==> src/rtl/gray_ptr_sync.sv <==
// Brings a Gray-coded pointer from a foreign clock domain into rclk through a flop chain.
// Also decodes it to binary, reports how far it moved, and flags illegal multi-bit Gray steps.
module gray_ptr_sync #(
  parameter int ADDRSIZE = 4,
  parameter int STAGES   = 2
) (
  input  logic              rclk,
  input  logic              rrst_n,
  input  logic [ADDRSIZE:0] wptr,
  input  logic              err_clr,
  output logic [ADDRSIZE:0] rq_wptr,
  output logic [ADDRSIZE:0] rq_wptr_bin,
  output logic              ptr_adv,
  output logic [ADDRSIZE:0] adv_delta,
  output logic              ptr_valid,
  output logic              gray_err
);

  localparam int P = ADDRSIZE + 1;
  localparam logic [2:0] SETTLE_MAX = 3'(STAGES + 1);

  logic [P-1:0] sync_q [STAGES];
  logic [P-1:0] rq_wptr_d;
  logic [2:0]   settle_cnt;

  logic [P-1:0] new_bin;
  logic [P-1:0] new_delta;
  logic [P-1:0] gray_diff;
  logic         multi_bit;

  function automatic logic [P-1:0] gray2bin(input logic [P-1:0] g);
    logic [P-1:0] b;
    b[P-1] = g[P-1];
    for (int i = P - 2; i >= 0; i--) begin
      b[i] = b[i+1] ^ g[i];
    end
    return b;
  endfunction

  assign rq_wptr = sync_q[STAGES-1];

  // More than one bit set means the pointer skipped Gray codes between samples.
  always_comb begin
    new_bin   = gray2bin(rq_wptr);
    new_delta = new_bin - rq_wptr_bin;
    gray_diff = rq_wptr ^ rq_wptr_d;
    multi_bit = (gray_diff & (gray_diff - P'(1))) != '0;
  end

  // wptr lands directly in the first flop; nothing else may sample it.
  always_ff @(posedge rclk) begin
    if (!rrst_n) begin
      for (int k = 0; k < STAGES; k++) begin
        sync_q[k] <= '0;
      end
    end else begin
      sync_q[0] <= wptr;
      for (int k = 1; k < STAGES; k++) begin
        sync_q[k] <= sync_q[k-1];
      end
    end
  end

  always_ff @(posedge rclk) begin
    if (!rrst_n) begin
      rq_wptr_d   <= '0;
      rq_wptr_bin <= '0;
      adv_delta   <= '0;
      ptr_adv     <= 1'b0;
      gray_err    <= 1'b0;
      ptr_valid   <= 1'b0;
      settle_cnt  <= '0;
    end else begin
      rq_wptr_d   <= rq_wptr;
      rq_wptr_bin <= new_bin;
      adv_delta   <= new_delta;
      ptr_adv     <= (new_delta != '0) && ptr_valid;
      // A same-cycle set overrides the clear so no error is lost.
      gray_err    <= (ptr_valid && multi_bit) || (gray_err && !err_clr);
      if (settle_cnt != SETTLE_MAX) begin
        settle_cnt <= settle_cnt + 3'd1;
      end
      if (settle_cnt >= SETTLE_MAX - 3'd1) begin
        ptr_valid <= 1'b1;
      end
    end
  end

endmodule

==> config.mk <==
export PLATFORM = sky130hd
export DESIGN_NAME = gray_ptr_sync
export DESIGN_NICKNAME = d
export VERILOG_FILES = /design/src/rtl/gray_ptr_sync.sv
export SDC_FILE = /design/constraint.sdc
export NUM_CORES = 1
export LEC_CHECK = 0
export CAP_MARGIN = 40
export CORE_MARGIN = 2
export CORE_UTILIZATION = 44
export DETAILED_ROUTE_END_ITERATION = 8
export PLACE_DENSITY_LB_ADDON = 0.05
export SYNTH_ARGS = -nofsm -noshare
export SYNTH_HDL_FRONTEND = slang
export SYNTH_SLANG_ARGS = --single-unit
export TNS_END_PERCENT = 20
==> constraint.sdc <==
create_clock -name rclk -period 2.5 [get_ports rclk]
set_input_delay 0.5 -clock rclk [delete_from_list [all_inputs] [get_ports rclk]]
set_output_delay 0.5 -clock rclk [all_outputs]
set_load 0.02 [all_outputs]
==> flow_summary.json, run 1 <==
{
  "grt_max_degree": 22,
  "p_comb_frac": 0.278,
  "synth_top_cells_by_count": "30 x dfxtp_1, 19 x and2_1, 13 x nor2_1",
  "cts_buffers": 5,
  "io_pins": 26,
  "setup.worst_path.end": "ptr_adv",
  "place_inst": 172,
  "slowest_stage": "xor3_2",
  "clk_path_buf_depth": 2,
  "synthesis.nets": 134,
  "wl_per_cell_um": 11.50,
  "routed_wl_um": 2081,
  "hold_class": "flop to flop",
  "overflow": 0,
  "rows": 19,
  "core_area_um2": 2710,
  "post-route-period-util": 1.007,
  "synth_xor_xnor_area_share": 0.1273,
  "h-tree-depth": 2,
  "ys_seq_elements": 30,
  "leakagePower_nw": 0.6704,
  "hold_slack_ns": 0.4419,
  "vias": 820,
  "grt_pass1_wl_um": 3512,
  "power_frac_clock": 0.251,
  "instances_no_fill": 181,
  "synth_top_area_share": 0.4888,
  "ys_types": 25,
  "first_global_vias": 794,
  "drive_above_1_share": 0.1733,
  "io_buffer_count": 25,
  "tightestPinTransition_ns": 0.4530,
  "synth_most_common_cell": "dfxtp_1",
  "r2r_cells": 9,
  "yosysWarningCount": 0,
  "cp.required_ns": 2.73,
  "path_cells": "xor3_2 > xnor2_4 > xor2_2 > ha_2 > fa_2 > nand2b_4 > a21oi_4 > xor2_1 > o41a_1",
  "avgViaCountPerCell": 4.530,
  "synth_compound_area_frac": 0.04990,
  "worst_setup_path_end_kind": "flop",
  "clk_pin_slew_ns": 0.10,
  "setup_viol": 1,
  "slew_viol_final": 0,
  "hold_violations": 0,
  "synth-async-reset-ratio": 0,
  "r2r-start": "sync_q[0][8]",
  "slew_headroom": 0.6958,
  "vdd_drop_max_mv": 0.4781,
  "synth_fa_ha_area_frac": 0.08758,
  "cp-startpoint": "sync_q[0][8]",
  "hpwl_um": 1480,
  "holdBufCountCts": 0,
  "intPower_mw": 0.8380,
  "drc": 0,
  "synth.largest_area_cell": "dfxtp_1",
  "rsz0062_at_grt": "true",
  "antenna_found_initial": 0,
  "start_util": 0.4534,
  "crit_type": "flop to flop",
  "syn_area_per_cell_um2": 10.41,
  "ys_seq_area_frac": 0.4888,
  "synthMuxAreaShare": 0,
  "clock_latency_ns": 0.34,
  "violations": "setup timing",
  "synth_top_family_by_area": "simple AND/OR/NAND/NOR gates",
  "drt_iter0_markers": 13,
  "max_freq_ghz": 0.3972,
  "die_w_um": 56.85,
  "finalCriticalPeriod_ns": 2.517,
  "final_antenna_net_count": 0,
  "status": "complete, but fails checks",
  "r2r_end": "ptr_adv",
  "first_pass_iters": 4,
  "numClockSinks": 30,
  "p_seq_frac": 0.470,
  "die-area_um2": 3231,
  "wl_met3_um": 121,
  "critPathMaxFanout": 2,
  "crit_arrival_ns": 2.75,
  "p_per_area_nw_per_um2": 744.5,
  "post-route-util": 0.5919,
  "rrSetupSlack_ns": -0.02,
  "grt_usage": 0.1489,
  "synthToLayoutAreaGrowth_pct": 30.55,
  "p_sw_frac": 0.2983,
  "wl_met1_um": 936,
  "num-nets-final": 165,
  "regArea_um2": 603.1,
  "gp_congestion": 0.7245,
  "cts_tree": "yes",
  "synth_edf_count": 0,
  "die_y_um": 56.85,
  "synthSimpleGateAreaFrac": 0.1792,
  "critical-path-max-stage-delay_ns": 0.48,
  "critPathLaunchType": "flop",
  "routed.top_layer": "met4",
  "multi_input_area_um2": 569.3,
  "ys.flop_type": "dfxtp_1",
  "wl_met2_um": 952,
  "setup-tns-final_ns": -0.01744,
  "nFillCells": 249,
  "syn_inst": 118,
  "finalPower_mw": 1.194,
  "skew_ns": 0.01404,
  "finalWorstSetupSlack_ns": -0.01744,
  "synth_area_leaders": "dfxtp_1 49%, and2_1 9.7%, ha_1 7.1%, xnor2_1 4.3%, nor2_1 4.0%",
  "switching_power_mw": 0.3563,
  "cap_violations": 0,
  "antenna_cells": 0,
  "synth_area_um2": 1229,
  "cts-root-buf": "clkbuf_4"
}
## worst max-delay path, delay by kind of cell, from the launching register on
family / cells / cell delay [ns]
compound gates: 2 / 0.46
fa+ha+maj: 2 / 0.54
xor+xnor: 4 / 0.92
flops: 1 / 0.34
simple gates: 1 / 0.16
## worst min-delay path by stage
stage | end | depth (start not counted) | from
2_1_floorplan | sync_q[0][8] | 1 | sync_q[0][3]
5_1_grt | sync_q[0][5] | 1 | sync_q[0][0]
6_report | sync_q[0][7] | 1 | sync_q[0][2]
3_3_place_gp | sync_q[0][7] | 1 | sync_q[0][2]
4_1_cts | sync_q[0][7] | 1 | sync_q[0][2]
3_5_place_dp | sync_q[0][7] | 1 | sync_q[0][2]
## power by group through the flow
stage	clock network (mW)	registers, mW	logic (mW)
final	0.300	0.562	0.332
after detailed placement	0	0.573	0.326
after global placement	0	0.571	0.321
after floorplan	0	0.608	0.170
after global routing	0.326	0.569	0.367
after CTS	0.310	0.563	0.330
## per-stage QoR
stage	setup WS (ns)	cell area, um2
6_report	-0.01744	1604
5_1_grt	-0.1353	1604
4_1_cts	-0.02329	1597
3_5_place_dp	-0.03506	1528
3_3_place_gp	0.02854	1528
2_1_floorplan	-0.01087	1246
## per-layer routing
| metal | track usage | vias to the layer above |
|---|---|---|
| li1 | - | 429 |
| met1 | 0.1770 | 360 |
| met2 | 0.2226 | 23 |
| met3 | 0.04839 | 8 |
| met4 | 0.1096 | 0 |
| met5 | 0 | - |
## cell families after synthesis
kind of cell               after synthesis
DFF                                     30
buffers and inverters                   16
AOI/OAI and AO/OA                       10
and+or+nand+nor                         41
xor gates and xnor gates                13
adders and majority gates                8
## final cells by class
cell class | count | area share
clock inverters | 1 | 0.003120
clock buffers | 7 | 0.03432
inverters | 8 | 0.01872
repair buffers | 32 | 0.1888
well taps | 31 | 0.02418
flip-flops and latches | 30 | 0.3760
multi-input cells | 72 | 0.3549
## cells in the final DEF, fill, tap and decap left out, types with 2 or more instances in the layout
| master | Yosys | final |
|---|---|---|
| a21oi_1 | 6 | 5 |
| and2_1 | 19 | 19 |
| and2_2 | 2 | 2 |
| buf_4 | 6 | 7 |
| clkbuf_4 | 0 | 5 |
| clkdlybuf4s50_1 | 0 | 25 |
| dfxtp_1 | 30 | 28 |
| dfxtp_2 | 0 | 2 |
| ha_1 | 7 | 6 |
| inv_1 | 7 | 7 |
| nand2_1 | 2 | 2 |
| nor2_1 | 13 | 13 |
| xnor2_1 | 6 | 6 |
| xor2_1 | 4 | 4 |
## registers in the layout, summed over array words and instances (netlist names)
name         flops
adv_delta        5
gray_err         1
ptr_adv          1
ptr_valid        1
rq_wptr_bin      5
rq_wptr_d        4
settle_cnt       3
sync_q          10
## what timing repair did
action                     4_1_cts  5_1_grt
gates resized for setup          1        1
pin swaps                        2        1
setup endpoints to repair        1        2
buffers inserted                 1        0
Note: power is estimated with default switching activity, not from simulation.
==> run 2: changes to the inputs <==
Settings changed: CORE_UTILIZATION 44 to 25, SKIP_LAST_GASP from default to 1.
==> run 2 against run 1 <==
Net effect: the flow still finishes with violations (setup timing); critical path depth unchanged; clock skew down 0.0095 ns; setup slack better by 0.017 ns; clock-buffer cell count unchanged; combinational power down 1%; worst hold slack got worse by 0.0091 ns; non-clock buffer count increased by 1; power is 4.0% higher; fmax grew 0.69%; final cell count up 20%; sequential power about the same.
==> flow_summary.json, run 2 (synthesized netlist as in run 1, its figures left out) <==
{
  "p_comb_frac": 0.264,
  "cp.required_ns": 2.66,
  "hold_violations": 0,
  "overflow": 0,
  "grt_usage": 0.08963,
  "multi_input_area_um2": 561.8,
  "finalWorstSetupSlack_ns": -0.0001583,
  "crit_type": "flop to flop",
  "regArea_um2": 603.1,
  "dpl_worst_slack_ns": -0.01862,
  "p_sw_frac": 0.2802,
  "hpwl_um": 1617,
  "rrSetupSlack_ns": -0.0002,
  "nFillCells": 495,
  "numClockSinks": 30,
  "die_y_um": 74.11,
  "instances_no_fill": 217,
  "final_antenna_net_count": 0,
  "routed_wl_um": 2154,
  "cap_violations": 0,
  "leakagePower_nw": 0.6770,
  "max_freq_ghz": 0.4000,
  "layout_common_cells": "28 x dfxtp_1, 25 x clkdlybuf4s50_1, 19 x and2_1",
  "status": "complete, but fails checks",
  "skew_ns": 0.004508,
  "antenna_found_initial": 0,
  "antenna_cells": 0,
  "post-route-util": 0.3526,
  "grt_use_met2": 0.1359,
  "vdd_drop_max_mv": 0.2588,
  "reg.largest.list": "sync_q x10, adv_delta x5, rq_wptr_bin x5",
  "io_pins": 26,
  "slew_viol_final": 0,
  "grt_max_degree": 23,
  "rsz0062_at_grt": "true",
  "crit_arrival_ns": 2.66,
  "setup_viol": 1,
  "clk_path_buf_depth": 2,
  "wl_per_cell_um": 9.926,
  "drc": 0,
  "io_buffer_count": 25,
  "die_w_um": 74.11,
  "avgViaCountPerCell": 3.889,
  "cts_tree": "yes",
  "p_seq_frac": 0.452,
  "gr-usage-met1": 0.1001,
  "clock_latency_ns": 0.27,
  "switching_power_mw": 0.3481,
  "intPower_mw": 0.8941,
  "clk_pin_slew_ns": 0.06,
  "finalCriticalPeriod_ns": 2.500,
  "first_global_vias": 784,
  "dpl_cell_area_um2": 1580,
  "use_met3": 0.04607,
  "h-tree-depth": 2,
  "place_inst": 209,
  "slew_headroom": 0.6964,
  "power_frac_clock": 0.283,
  "drive_above_1_share": 0.1667,
  "critPathMaxFanout": 2,
  "grt_pass1_wl_um": 3539,
  "cts-root-buf": "clkbuf_8",
  "critPathLaunchType": "flop",
  "worst_setup_path_end_kind": "flop",
  "violations": "setup timing",
  "largest_reg_flops": 10,
  "finalPower_mw": 1.242,
  "start_util": 0.2601,
  "regMostFlops": "sync_q",
  "vias": 844,
  "gp_congestion": 0.6994,
  "synthToLayoutAreaGrowth_pct": 35.54,
  "rows": 25,
  "postLayoutCellArea_um2": 1665,
  "cts_buffers": 5,
  "setup-tns-final_ns": -0.0001583,
  "tightestPinTransition_ns": 0.4521,
  "die-area_um2": 5492,
  "post-route-period-util": 1.000,
  "p_per_area_nw_per_um2": 745.9,
  "first_pass_iters": 4,
  "core_area_um2": 4723,
  "busiest_layer": "met2",
  "num-nets-final": 166,
  "drt_iter0_markers": 30,
  "hold_slack_ns": 0.4328,
  "hold_class": "flop to flop",
  "final_common_cell": "dfxtp_1"
}
run 2: cell count changes in the layout (fill, tap and decap cells not counted), sizes merged:
cell	delta
buf	+1
clkinv	-1
run 2: layer usage:
metal / vias to the layer above / share of wire
li1: 427 / -
met1: 391 / 0.44
met2: 20 / 0.47
met3: 6 / 0.064
met4: 0 / 0.026
met5: - / 0
run 2: critical path, stage by stage (launching register included):
cell and delay, ns:
dfxtp_2 0.33, xor3_2 0.48, xnor2_4 0.16, xor2_2 0.19, ha_2 0.19, fa_2 0.35
nand2b_4 0.15, a21oi_2 0.13, xor2_1 0.09, o41a_1 0.32
run 2: what timing repair did:
action,in CTS,in global routing
setup buffers,1,0
resized for setup,1,0
endpoints found under the hold margin,0,0
pin swaps,2,0
hold buffers,0,0
endpoints found under the setup margin,1,1
run 2: path summary, 6_finish.rpt:
kind | from | end | cells past startpoint
worst max-delay path | sync_q[0][7] | ptr_adv | 9
worst min-delay path | sync_q[0][1] | sync_q[0][6] | 1
worst max register to register | sync_q[0][7] | ptr_adv | 9
worst min register to register | sync_q[0][1] | sync_q[0][6] | 1
run 2: area by class of cell:
| class | instances | share of cell area |
|---|---|---|
| Sequential cell | 30 | 0.3621 |
| Multi-Input combinational cell | 72 | 0.3373 |
| Timing Repair Buffer | 33 | 0.1863 |
| Tap cell | 67 | 0.05034 |
| Clock buffer | 7 | 0.04583 |
| Inverter | 8 | 0.01803 |
run 2: power by group through the flow:
stage / clock (mW) / sequential [mW] / combinational [mW]
after floorplan: 0 / 0.608 / 0.170
after global placement: 0 / 0.571 / 0.330
after detailed placement: 0 / 0.573 / 0.331
after CTS: 0.373 / 0.562 / 0.333
after global routing: 0.398 / 0.568 / 0.364
final: 0.352 / 0.562 / 0.328
